===== src/rtl/ws2812_rx.sv =====
// rtl/ws2812_rx.sv - WS2812 single-wire receiver: pulse-width decode into indexed GRB words
module ws2812_rx #(
  parameter int T1_MIN     = 29,
  parameter int GLITCH_MAX = 4,
  parameter int RST_CYCLES = 2400,
  parameter int NUM_LEDS   = 144
) (
  input  logic        clk,
  input  logic        rst,
  input  logic        din,
  output logic [23:0] pixel_data,
  output logic        pixel_valid,
  output logic [9:0]  pixel_idx,
  output logic        latch,
  output logic        frame_err,
  output logic        glitch,
  output logic        overflow
);

  localparam int LW = $clog2(RST_CYCLES + 1);
  localparam logic [LW-1:0] LO_MAX   = LW'(RST_CYCLES);
  localparam logic [LW-1:0] LO_PRE   = LW'(RST_CYCLES - 1);
  localparam logic [7:0]    HI_T1    = 8'(T1_MIN);
  localparam logic [7:0]    HI_GL    = 8'(GLITCH_MAX);
  localparam logic [9:0]    WORD_LIM = 10'(NUM_LEDS);

  typedef enum logic [2:0] {SYNC, ARMED, HIGH, LOW, GAP} state_t;

  state_t          state;
  logic            din_m, din_s, din_d;
  logic [7:0]      hi_cnt;
  logic [LW-1:0]   lo_cnt;
  logic [23:0]     shreg;
  logic [4:0]      bit_cnt;
  logic [9:0]      word_cnt;
  logic            got_bit;

  logic            rise, fall;
  logic            gap_hit, sync_hit;
  logic            new_bit;
  logic [23:0]     shifted;

  assign rise     = din_s & ~din_d;
  assign fall     = ~din_s & din_d;
  // Look one cycle ahead so the gap state is entered on the edge the low count reaches its limit.
  assign gap_hit  = ~din_s & (lo_cnt == LO_PRE);
  assign sync_hit = ~din_s & (lo_cnt >= LO_PRE);
  assign new_bit  = (hi_cnt >= HI_T1);
  assign shifted  = {shreg[22:0], new_bit};

  // Two-flop synchronizer plus one delay stage for edge detection.
  always_ff @(posedge clk or posedge rst) begin
    if (rst) begin
      din_m <= 1'b0;
      din_s <= 1'b0;
      din_d <= 1'b0;
    end else begin
      din_m <= din;
      din_s <= din_m;
      din_d <= din_s;
    end
  end

  // High-width counter: restarts at 1 on a rise (the rise cycle counts), saturates at 255.
  always_ff @(posedge clk or posedge rst) begin
    if (rst) begin
      hi_cnt <= 8'd0;
    end else if (rise) begin
      hi_cnt <= 8'd1;
    end else if (din_s && hi_cnt != 8'hFF) begin
      hi_cnt <= hi_cnt + 8'd1;
    end
  end

  // Low-time counter: cleared on a rise, saturates at the latch gap length.
  always_ff @(posedge clk or posedge rst) begin
    if (rst) begin
      lo_cnt <= '0;
    end else if (rise) begin
      lo_cnt <= '0;
    end else if (!din_s && lo_cnt != LO_MAX) begin
      lo_cnt <= lo_cnt + 1'b1;
    end
  end

  // Protocol FSM: classifies pulses, assembles words and detects latch gaps.
  always_ff @(posedge clk or posedge rst) begin
    if (rst) begin
      state       <= SYNC;
      shreg       <= 24'd0;
      bit_cnt     <= 5'd0;
      word_cnt    <= 10'd0;
      got_bit     <= 1'b0;
      pixel_data  <= 24'd0;
      pixel_idx   <= 10'd0;
      pixel_valid <= 1'b0;
      latch       <= 1'b0;
      frame_err   <= 1'b0;
      glitch      <= 1'b0;
      overflow    <= 1'b0;
    end else begin
      pixel_valid <= 1'b0;
      latch       <= 1'b0;
      frame_err   <= 1'b0;
      glitch      <= 1'b0;
      case (state)
        SYNC: begin
          if (sync_hit) state <= ARMED;
        end
        ARMED: begin
          // Level test so a rise that landed on the gap cycle is still picked up here.
          if (din_s) state <= HIGH;
        end
        HIGH: begin
          if (fall) begin
            state <= LOW;
            if (hi_cnt <= HI_GL) begin
              glitch <= 1'b1;
            end else begin
              got_bit <= 1'b1;
              shreg   <= shifted;
              if (bit_cnt == 5'd23) begin
                bit_cnt <= 5'd0;
                if (word_cnt >= WORD_LIM) begin
                  overflow <= 1'b1;
                end else begin
                  pixel_data  <= shifted;
                  pixel_idx   <= word_cnt;
                  pixel_valid <= 1'b1;
                end
                if (word_cnt != 10'd1023) word_cnt <= word_cnt + 10'd1;
              end else begin
                bit_cnt <= bit_cnt + 5'd1;
              end
            end
          end
        end
        LOW: begin
          if (gap_hit) begin
            state     <= GAP;
            latch     <= got_bit;
            frame_err <= (bit_cnt != 5'd0);
            bit_cnt   <= 5'd0;
            word_cnt  <= 10'd0;
            overflow  <= 1'b0;
            got_bit   <= 1'b0;
          end else if (rise) begin
            state <= HIGH;
          end
        end
        GAP: begin
          state <= ARMED;
        end
        default: begin
          state <= SYNC;
        end
      endcase
    end
  end

endmodule


===== config.mk =====
export PLATFORM = sky130hd
export DESIGN_NAME = ws2812_rx
export DESIGN_NICKNAME = d
export VERILOG_FILES = /design/src/rtl/ws2812_rx.sv
export SDC_FILE = /design/constraint.sdc
export NUM_CORES = 1
export LEC_CHECK = 0
export ABC_CLOCK_PERIOD_IN_PS = 4000
export BUFFER_PORTS_ARGS = -buffer_cell sky130_fd_sc_hd__buf_4
export CAP_MARGIN = 20
export CORE_MARGIN = 1
export CORE_UTILIZATION = 53
export DETAILED_ROUTE_END_ITERATION = 10
export PLACE_DENSITY = 0.71
export REMOVE_ABC_BUFFERS = 1
export SKIP_LAST_GASP = 1
export SLEW_MARGIN = 20
export SYNTH_ARGS = -nofsm -noshare
export SYNTH_HDL_FRONTEND = slang
export SYNTH_SLANG_ARGS = --single-unit

===== constraint.sdc =====
create_clock -name clk -period 4 [get_ports clk]
set_clock_uncertainty 0.15 [all_clocks]
set_input_delay 1.2 -clock clk [delete_from_list [all_inputs] [get_ports clk]]
set_output_delay 1.2 -clock clk [all_outputs]
set_load 0.01 [all_outputs]

==> out/metrics.csv, run 1 <==
stage,metric,value,unit
sta,period_minus_slack,2.84,ns
floorplanning,core-area,8720,µm²
sta,period_share,71.0,%
floorplanning,die_w,97.1,µm
power,p_per_area,347,nW/µm²
yosys,synth_xor_area_share,2.38,%
yosys,synth_top_family_by_area,multiplexers,
flow_run,max-cap-violations,0,
status,status,"finished, final reports clean",
setup_path,worst_ep_arrival_time,2.96,ns
floorplanning,dieArea,9420,µm²
finish,final_common_cell,dfrtp_1,
yosys,syn_inst,400,
power,switchingPower,0.506,mW
routing,wire_per_inst,15.2,µm
yosys,synth_compound_area_share,7.71,%
yosys,yosys.area_share.simple,14.6,%
yosys,synth.top_cell.area_share,54.4,%
finish,design_area,5390,µm²
sta,slew_headroom,41.3,%
yosys,synth_edf_count,0,
finish,area_growth,12.5,%
global_route,antenna_found_initial,0,
finish,layout_common_cells,"104 x dfrtp_1, 44 x buf_4, 36 x nand2_1, 28 x mux2_2, 23 x nor2_1",
yosys,synth_area_leaders,"dfrtp_1 54%, mux2_2 6.6%, mux2_4 6.3%",
floorplanning,die_h,97.1,µm
routing,detail-route-antenna-nets,0,
sta,worstMarginPinSlew,0.868,ns
clocking,cts_tree,yes,
setup_path,start_kind,register,
yosys,mappedNetlistArea,4790,µm²
yosys,synthArstFlopShare,100,%
finish,fillers,701,
floorplanning,rows,34,
min_path,hp-class,register to register,
global_route,grt_usage,19.4,%
clocking,ctsHtreeMaxLevel,3,
floorplanning,pin_count,42,
power,vdd_ir_drop_max,0.000205,V
sta,setup_viol,0,
floorplanning,start_util,54.9,%
power,p_clk_share,35.7,%
yosys,synth_top_cell_by_area,dfrtp_1,
yosys,synthMuxAreaShare,14.9,%
sta,slew_violations,0,
clocking,cts_setup_buffers,0,
power,p_seq_share,58.7,%
yosys,yosysWarnings,0,
finish,n_antenna_cell,0,
placed_design,numPortBuffers,41,
routing,via_per_inst,5.66,
finish,drive_above_1_share,26.9,%
routing,dr.first_iter.drc_count,147,
yosys,ys_seq_elements,104,
global_route,overflow,0,
clocking,cts_root_buffer,clkbuf_8,
placed_design,place_ws,1.14,ns
power,total_power,1.87,mW
clocking,path_clk_slew,0.11,ns
clocking,postCtsHoldBufs,0,
global_route,grt_pass1_wl,14.7,mm
power,power_leakage,2.61,nW
finish,final_nets,454,
sta,max_freq,0.352,GHz
yosys,yosys.area_share.adder,2.61,%
sta,final-hold-violation-count,0,
routing,num_vias,3134,
yosys,avgSynthCellArea,12.0,µm²
routing,first_pass_iters,4,
clocking,clockBufferDepth,2,
placed_design,gp_congestion,0.848,
clocking,ctsResizeCount,0,
finish,seqCellArea,2600,µm²
power,p_sw_share,27.1,%
sta,finalSetupTns,0,ns
power,p_int,1.36,mW
finish,multiInputGateArea,2020,µm²
setup_path,critPathKind,register to register,
global_route,grt_max_degree,55,
placed_design,placed_area,5170,µm²
setup_path,critPathCaptureType,register,
clocking,cts_made_buffers,9,
routing,routed_wl,8.40,mm
power,combPwrFrac,5.7,%
placed_design,dp_hpwl,5.70,mm
setup_path,required,4.12,ns
setup_path,r2r_slack,1.16,ns
yosys,synth.distinct_cells,50,
setup_path,critPathMaxFanout,29,
clocking,cts_sinks,104,
clocking,clock_latency,0.38,ns
global_route,grt_pass1_vias,3095,
yosys,synth_ff_type,dfrtp_1,
sta,rsz0062_at_grt,false,
routing,drc,0,
sta,layout_setup_ws,1.16,ns
yosys,yosysSeqAreaShare,54.4,%
power by group through the flow:
stage / clock (mW) / sequential, mW / combinational (mW)
after floorplan: 0 / 1.11 / 0.0829
after global placement: 0 / 1.11 / 0.104
after detailed placement: 0 / 1.12 / 0.108
after CTS: 0.678 / 1.10 / 0.109
after global routing: 0.715 / 1.10 / 0.124
final: 0.666 / 1.10 / 0.106
cells in the mapped netlist, drive strengths merged (4+ instances only):
library cell	instances
dfrtp	104
mux2	56
nand2	36
nor2	23
o21ai	18
a21oi	16
inv	16
nand3	12
ha	10
buf	9
nor3	9
nand4	8
xnor2	8
clkbuf	6
or3	6
a21o	5
nor4b	5
o31ai	5
xor2	5
and2b	4
nor4	4
or2	4
area by class of cell:
| class | count | share of cell area [%] |
|---|---|---|
| Clock buffer | 9 | 2.30 |
| Clock inverter | 7 | 1.65 |
| Inverter | 16 | 1.16 |
| Multi-Input combinational cell | 265 | 37.6 |
| Sequential cell | 104 | 48.3 |
| Tap cell | 108 | 2.51 |
| Timing Repair Buffer | 45 | 6.50 |
routing by layer:
layer	GRT usage [%]	vias to the layer above	wire, µm
li1	-	1498	-
met1	26.6	1537	3970
met2	30.2	85	3890
met3	4.39	14	363
met4	7.35	0	182
met5	0	-	0
kinds of logic (layout without fill, tap and decap cells):
group	after synthesis	after routing
simple gates	128	128
flops	104	104
compound gates	57	57
mux	57	57
buf+inv	31	77
xor+xnor	13	13
fa+ha+maj	10	10
per-stage QoR:
stage	utilization, %	cells	hold WS (ns)
3_5_place_dp	59.3	538	0.196
5_1_grt	61.8	554	0.224
4_1_cts	61.8	554	0.220
2_1_floorplan	-	385	0.181
3_3_place_gp	59.3	538	0.184
6_report	61.8	554	0.214
state kept, by name, indices dropped and copies added (netlist names), 3 cells and up:
register	cells
state	3
word_cnt	10
shreg	23
hi_cnt	8
pixel_idx	10
lo_cnt	12
pixel_data	24
bit_cnt	5
worst paths after layout:
path	start	end	cells after the start
min reg2reg	din_m	din_s	0
max in group asynchronous	rst	pixel_data[5]	3
max	din_s	pixel_data[22]	6
max reg2reg	din_s	pixel_data[22]	6
min	din_m	din_s	0
min in group asynchronous	rst	pixel_data[4]	2
critical path, cell delays in order, from the launching register on:
cell	delay (ns)
dfrtp_1	0.61
nor3b_4	0.29
nand2_1	0.13
or2_4	0.41
nor3_4	0.49
buf_12	0.28
mux2_2	0.36
(Power assumes the default switching activity.)
==> run 2: changes to the inputs <==
--- a/config.mk
+++ b/config.mk
@@ -5,13 +5,13 @@
 export SDC_FILE = /design/constraint.sdc
 export NUM_CORES = 1
 export LEC_CHECK = 0
-export ABC_CLOCK_PERIOD_IN_PS = 4000
+export ABC_CLOCK_PERIOD_IN_PS = 2950
 export BUFFER_PORTS_ARGS = -buffer_cell sky130_fd_sc_hd__buf_4
 export CAP_MARGIN = 20
 export CORE_MARGIN = 1
-export CORE_UTILIZATION = 53
+export CORE_UTILIZATION = 59
 export DETAILED_ROUTE_END_ITERATION = 10
-export PLACE_DENSITY = 0.71
+export PLACE_DENSITY = 0.75
 export REMOVE_ABC_BUFFERS = 1
 export SKIP_LAST_GASP = 1
 export SLEW_MARGIN = 20
==> constraint.sdc (replaced) <==
create_clock -name clk -period 2.95 [get_ports clk]
set_clock_uncertainty 0.15 [all_clocks]
set_input_delay 0.885 -clock clk [delete_from_list [all_inputs] [get_ports clk]]
set_output_delay 0.885 -clock clk [all_outputs]
set_load 0.01 [all_outputs]
==> run 2 against run 1 <==
Compared with the run above: sequential power grew 35%; cell count down 0.36%; worst setup slack worse by 0.58 ns; final area up 0.56%; sequential share of layout area is 0.27 points lower; critical path depth up 2; power rose by 37%; flip-flop and latch count unchanged; non-clock buffer count up 4; fmax up 20%; first-iteration DRC count fell by 4.1%; core utilization up 7.6 points; critical endpoint is now pixel_data[20]; largest cell class unchanged.
==> out/metrics.csv, run 2 (synthesized netlist as in run 1, its figures left out) <==
stage,metric,value,unit,change
global_route,overflow,0,,unchanged
sta,slew_headroom,46.4,%,+5.0 points
power,power_leakage,2.63,nW,+1.0%
setup_path,critPathKind,register to register,,
placed_design,place_ws,0.566,ns,-0.572 ns
clocking,clock_latency,0.36,ns,-0.02 ns
finish,final_common_cell,dfrtp_1,,
global_route,grt_pass1_wl,14.3,mm,-2.7%
sta,setup_viol,0,,unchanged
sta,max_freq,0.423,GHz,+20%
finish,layout_common_cells,"104 x dfrtp_1, 47 x buf_4, 36 x nand2_1, 28 x mux2_2, 23 x nor2_1",,
setup_path,path_cells,inv_1 > ha_1 > and2b_1 > nor3_2 > or2_4 > nor3_4 > buf_12 > mux2_2,,
clocking,cts_made_buffers,9,,unchanged
power,vdd_ir_drop_max,0.000290,V,+41%
setup_path,critPathCaptureType,register,,
floorplanning,rows,32,,-5.9%
power,total_power,2.55,mW,+37%
min_path,hp-class,register to register,,
sta,rsz0062_at_grt,false,,
floorplanning,start_util,61.3,%,+6.4 points
routing,via_per_inst,5.55,,-1.9%
setup_path,worst_ep_arrival_time,2.45,ns,-0.51 ns
placed_design,numPortBuffers,41,,unchanged
power,switchingPower,0.634,mW,+25%
power,combPwrFrac,6.0,%,+0.3 points
finish,design_area,5420,µm²,+0.56%
placed_design,gp_congestion,0.809,,-4.6%
sta,slew_violations,0,,unchanged
routing,first_pass_iters,5,,+1
routing,detail-route-antenna-nets,0,,unchanged
placed_design,dp_hpwl,5.64,mm,-0.94%
global_route,antenna_found_initial,0,,unchanged
global_route,grt_max_degree,42,,-24%
setup_path,start_kind,register,,
clocking,ctsResizeCount,0,,unchanged
sta,worstMarginPinSlew,0.794,ns,-0.0740 ns
clocking,cts_root_buffer,clkbuf_8,,
placed_design,placed_area,5210,µm²,+0.68%
sta,final-hold-violation-count,0,,unchanged
clocking,ctsHtreeMaxLevel,3,,unchanged
global_route,grt_usage,21.4,%,+2.1 points
setup_path,crit_path_max_incr_delay,0.41,ns,-0.20 ns
power,p_int,1.92,mW,+41%
floorplanning,die_w,92.1,µm,-5.1%
flow_run,max-cap-violations,0,,unchanged
power,p_per_area,471,nW/µm²,+36%
sta,period_minus_slack,2.36,ns,-0.475 ns
routing,wire_per_inst,14.8,µm,-2.1%
clocking,cts_setup_buffers,0,,unchanged
global_route,grt_pass1_vias,2967,,-4.1%
finish,drive_above_1_share,27.6,%,+0.65 points
clocking,cts_tree,yes,,
routing,drc,0,,unchanged
finish,area_growth,13.1,%,
power,p_clk_share,35.9,%,+0.2 points
setup_path,crit_slowest_cell,dfrtp_1,,
finish,reg_top3,"pixel_data (24), shreg (23), lo_cnt (12)",,
clocking,path_clk_slew,0.10,ns,about the same
floorplanning,die_h,92.1,µm,-5.1%
finish,n_antenna_cell,0,,unchanged
routing,dr.first_iter.drc_count,141,,-4.1%
setup_path,required,3.04,ns,-1.08 ns
finish,post-route-util,69.4,%,+7.6 points
finish,post_layout_nonfiller_instances,552,,-0.36%
floorplanning,core-area,7810,µm²,-10%
finish,largest_register_ffs,24,,unchanged
finish,final_nets,458,,+0.88%
power,p_seq_share,58.1,%,-0.6 points
routing,num_vias,3063,,-2.3%
clocking,cts_sinks,104,,unchanged
clocking,clockBufferDepth,2,,unchanged
clocking,postCtsHoldBufs,0,,unchanged
finish,top_register,pixel_data,,
power,p_sw_share,24.9,%,-2.2 points
sta,period_share,80.1,%,+9.2 points
floorplanning,dieArea,8480,µm²,-10%
floorplanning,pin_count,42,,unchanged
setup_path,critPathMaxFanout,26,,-10%
setup_path,reg2reg_depth,8,,+2
sta,layout_setup_ws,0.586,ns,-0.575 ns
placed_design,dp.cells,536,,-0.37%
routing,routed_wl,8.19,mm,-2.5%
min_path,whs_path_depth,0,,unchanged
status,status,"finished, final reports clean",,
run 2: cell types whose count changed in the layout (fill, tap and decap cells not counted), sizes merged:
cell	change
clkinv	-3
bufinv	+1
buf	+4
inv	+2
run 2: worst max-delay path, delay by kind of cell, from the launching register on:
kind | cells | cell delay (ns)
adder cells (fa/ha/maj) | 1 | 0.19
buffers and inverters | 2 | 0.33
flip-flops | 1 | 0.41
multiplexers | 1 | 0.35
AND/OR/NAND/NOR | 4 | 0.81
run 2: path summary, 6_finish.rpt:
kind	slack (ns)	startpoint	end
max	0.59	hi_cnt[0]	pixel_data[20]
min	0.22	din_m	din_s
max reg2reg	0.59	hi_cnt[0]	pixel_data[20]
min reg2reg	0.22	din_m	din_s
max in group asynchronous	1.75	rst	pixel_data[1]
min in group asynchronous	0.31	rst	pixel_data[10]
run 2: area by class of cell:
cell class              count  area (µm²)
multi-input cells         265        2020
flip-flops and latches    104        2600
repair buffers             49         393
fillers                   560        2390
well taps                 102         128
clock buffers               9         124
inverters                  16        62.6
clock inverters             7        83.8
run 2: metrics by stage:
step	TNS [ns]	hold WS, ns
6_report	0	0.220
3_5_place_dp	0	0.200
3_3_place_gp	0	0.188
4_1_cts	0	0.223
5_1_grt	0	0.240
2_1_floorplan	-90.64	0.181
run 2: metal layers:
layer  up-vias  wire length, µm  global-route usage [%]
met5         -                0                       0
met4         0              127                    7.42
met3        12              212                    3.90
met2        51             3840                    33.6
met1      1499             4020                    30.2
li1       1501                -                       -
run 2: power by group through the flow:
| stage | Clock (mW) | Sequential (mW) | Combinational, mW |
|---|---|---|---|
| 4_1_cts | 0.945 | 1.48 | 0.156 |
| 5_1_grt | 0.993 | 1.49 | 0.179 |
| 3_5_place_dp | 0 | 1.51 | 0.155 |
| 2_1_floorplan | 0 | 1.50 | 0.112 |
| 3_3_place_gp | 0 | 1.51 | 0.147 |
| 6_report | 0.917 | 1.48 | 0.152 |
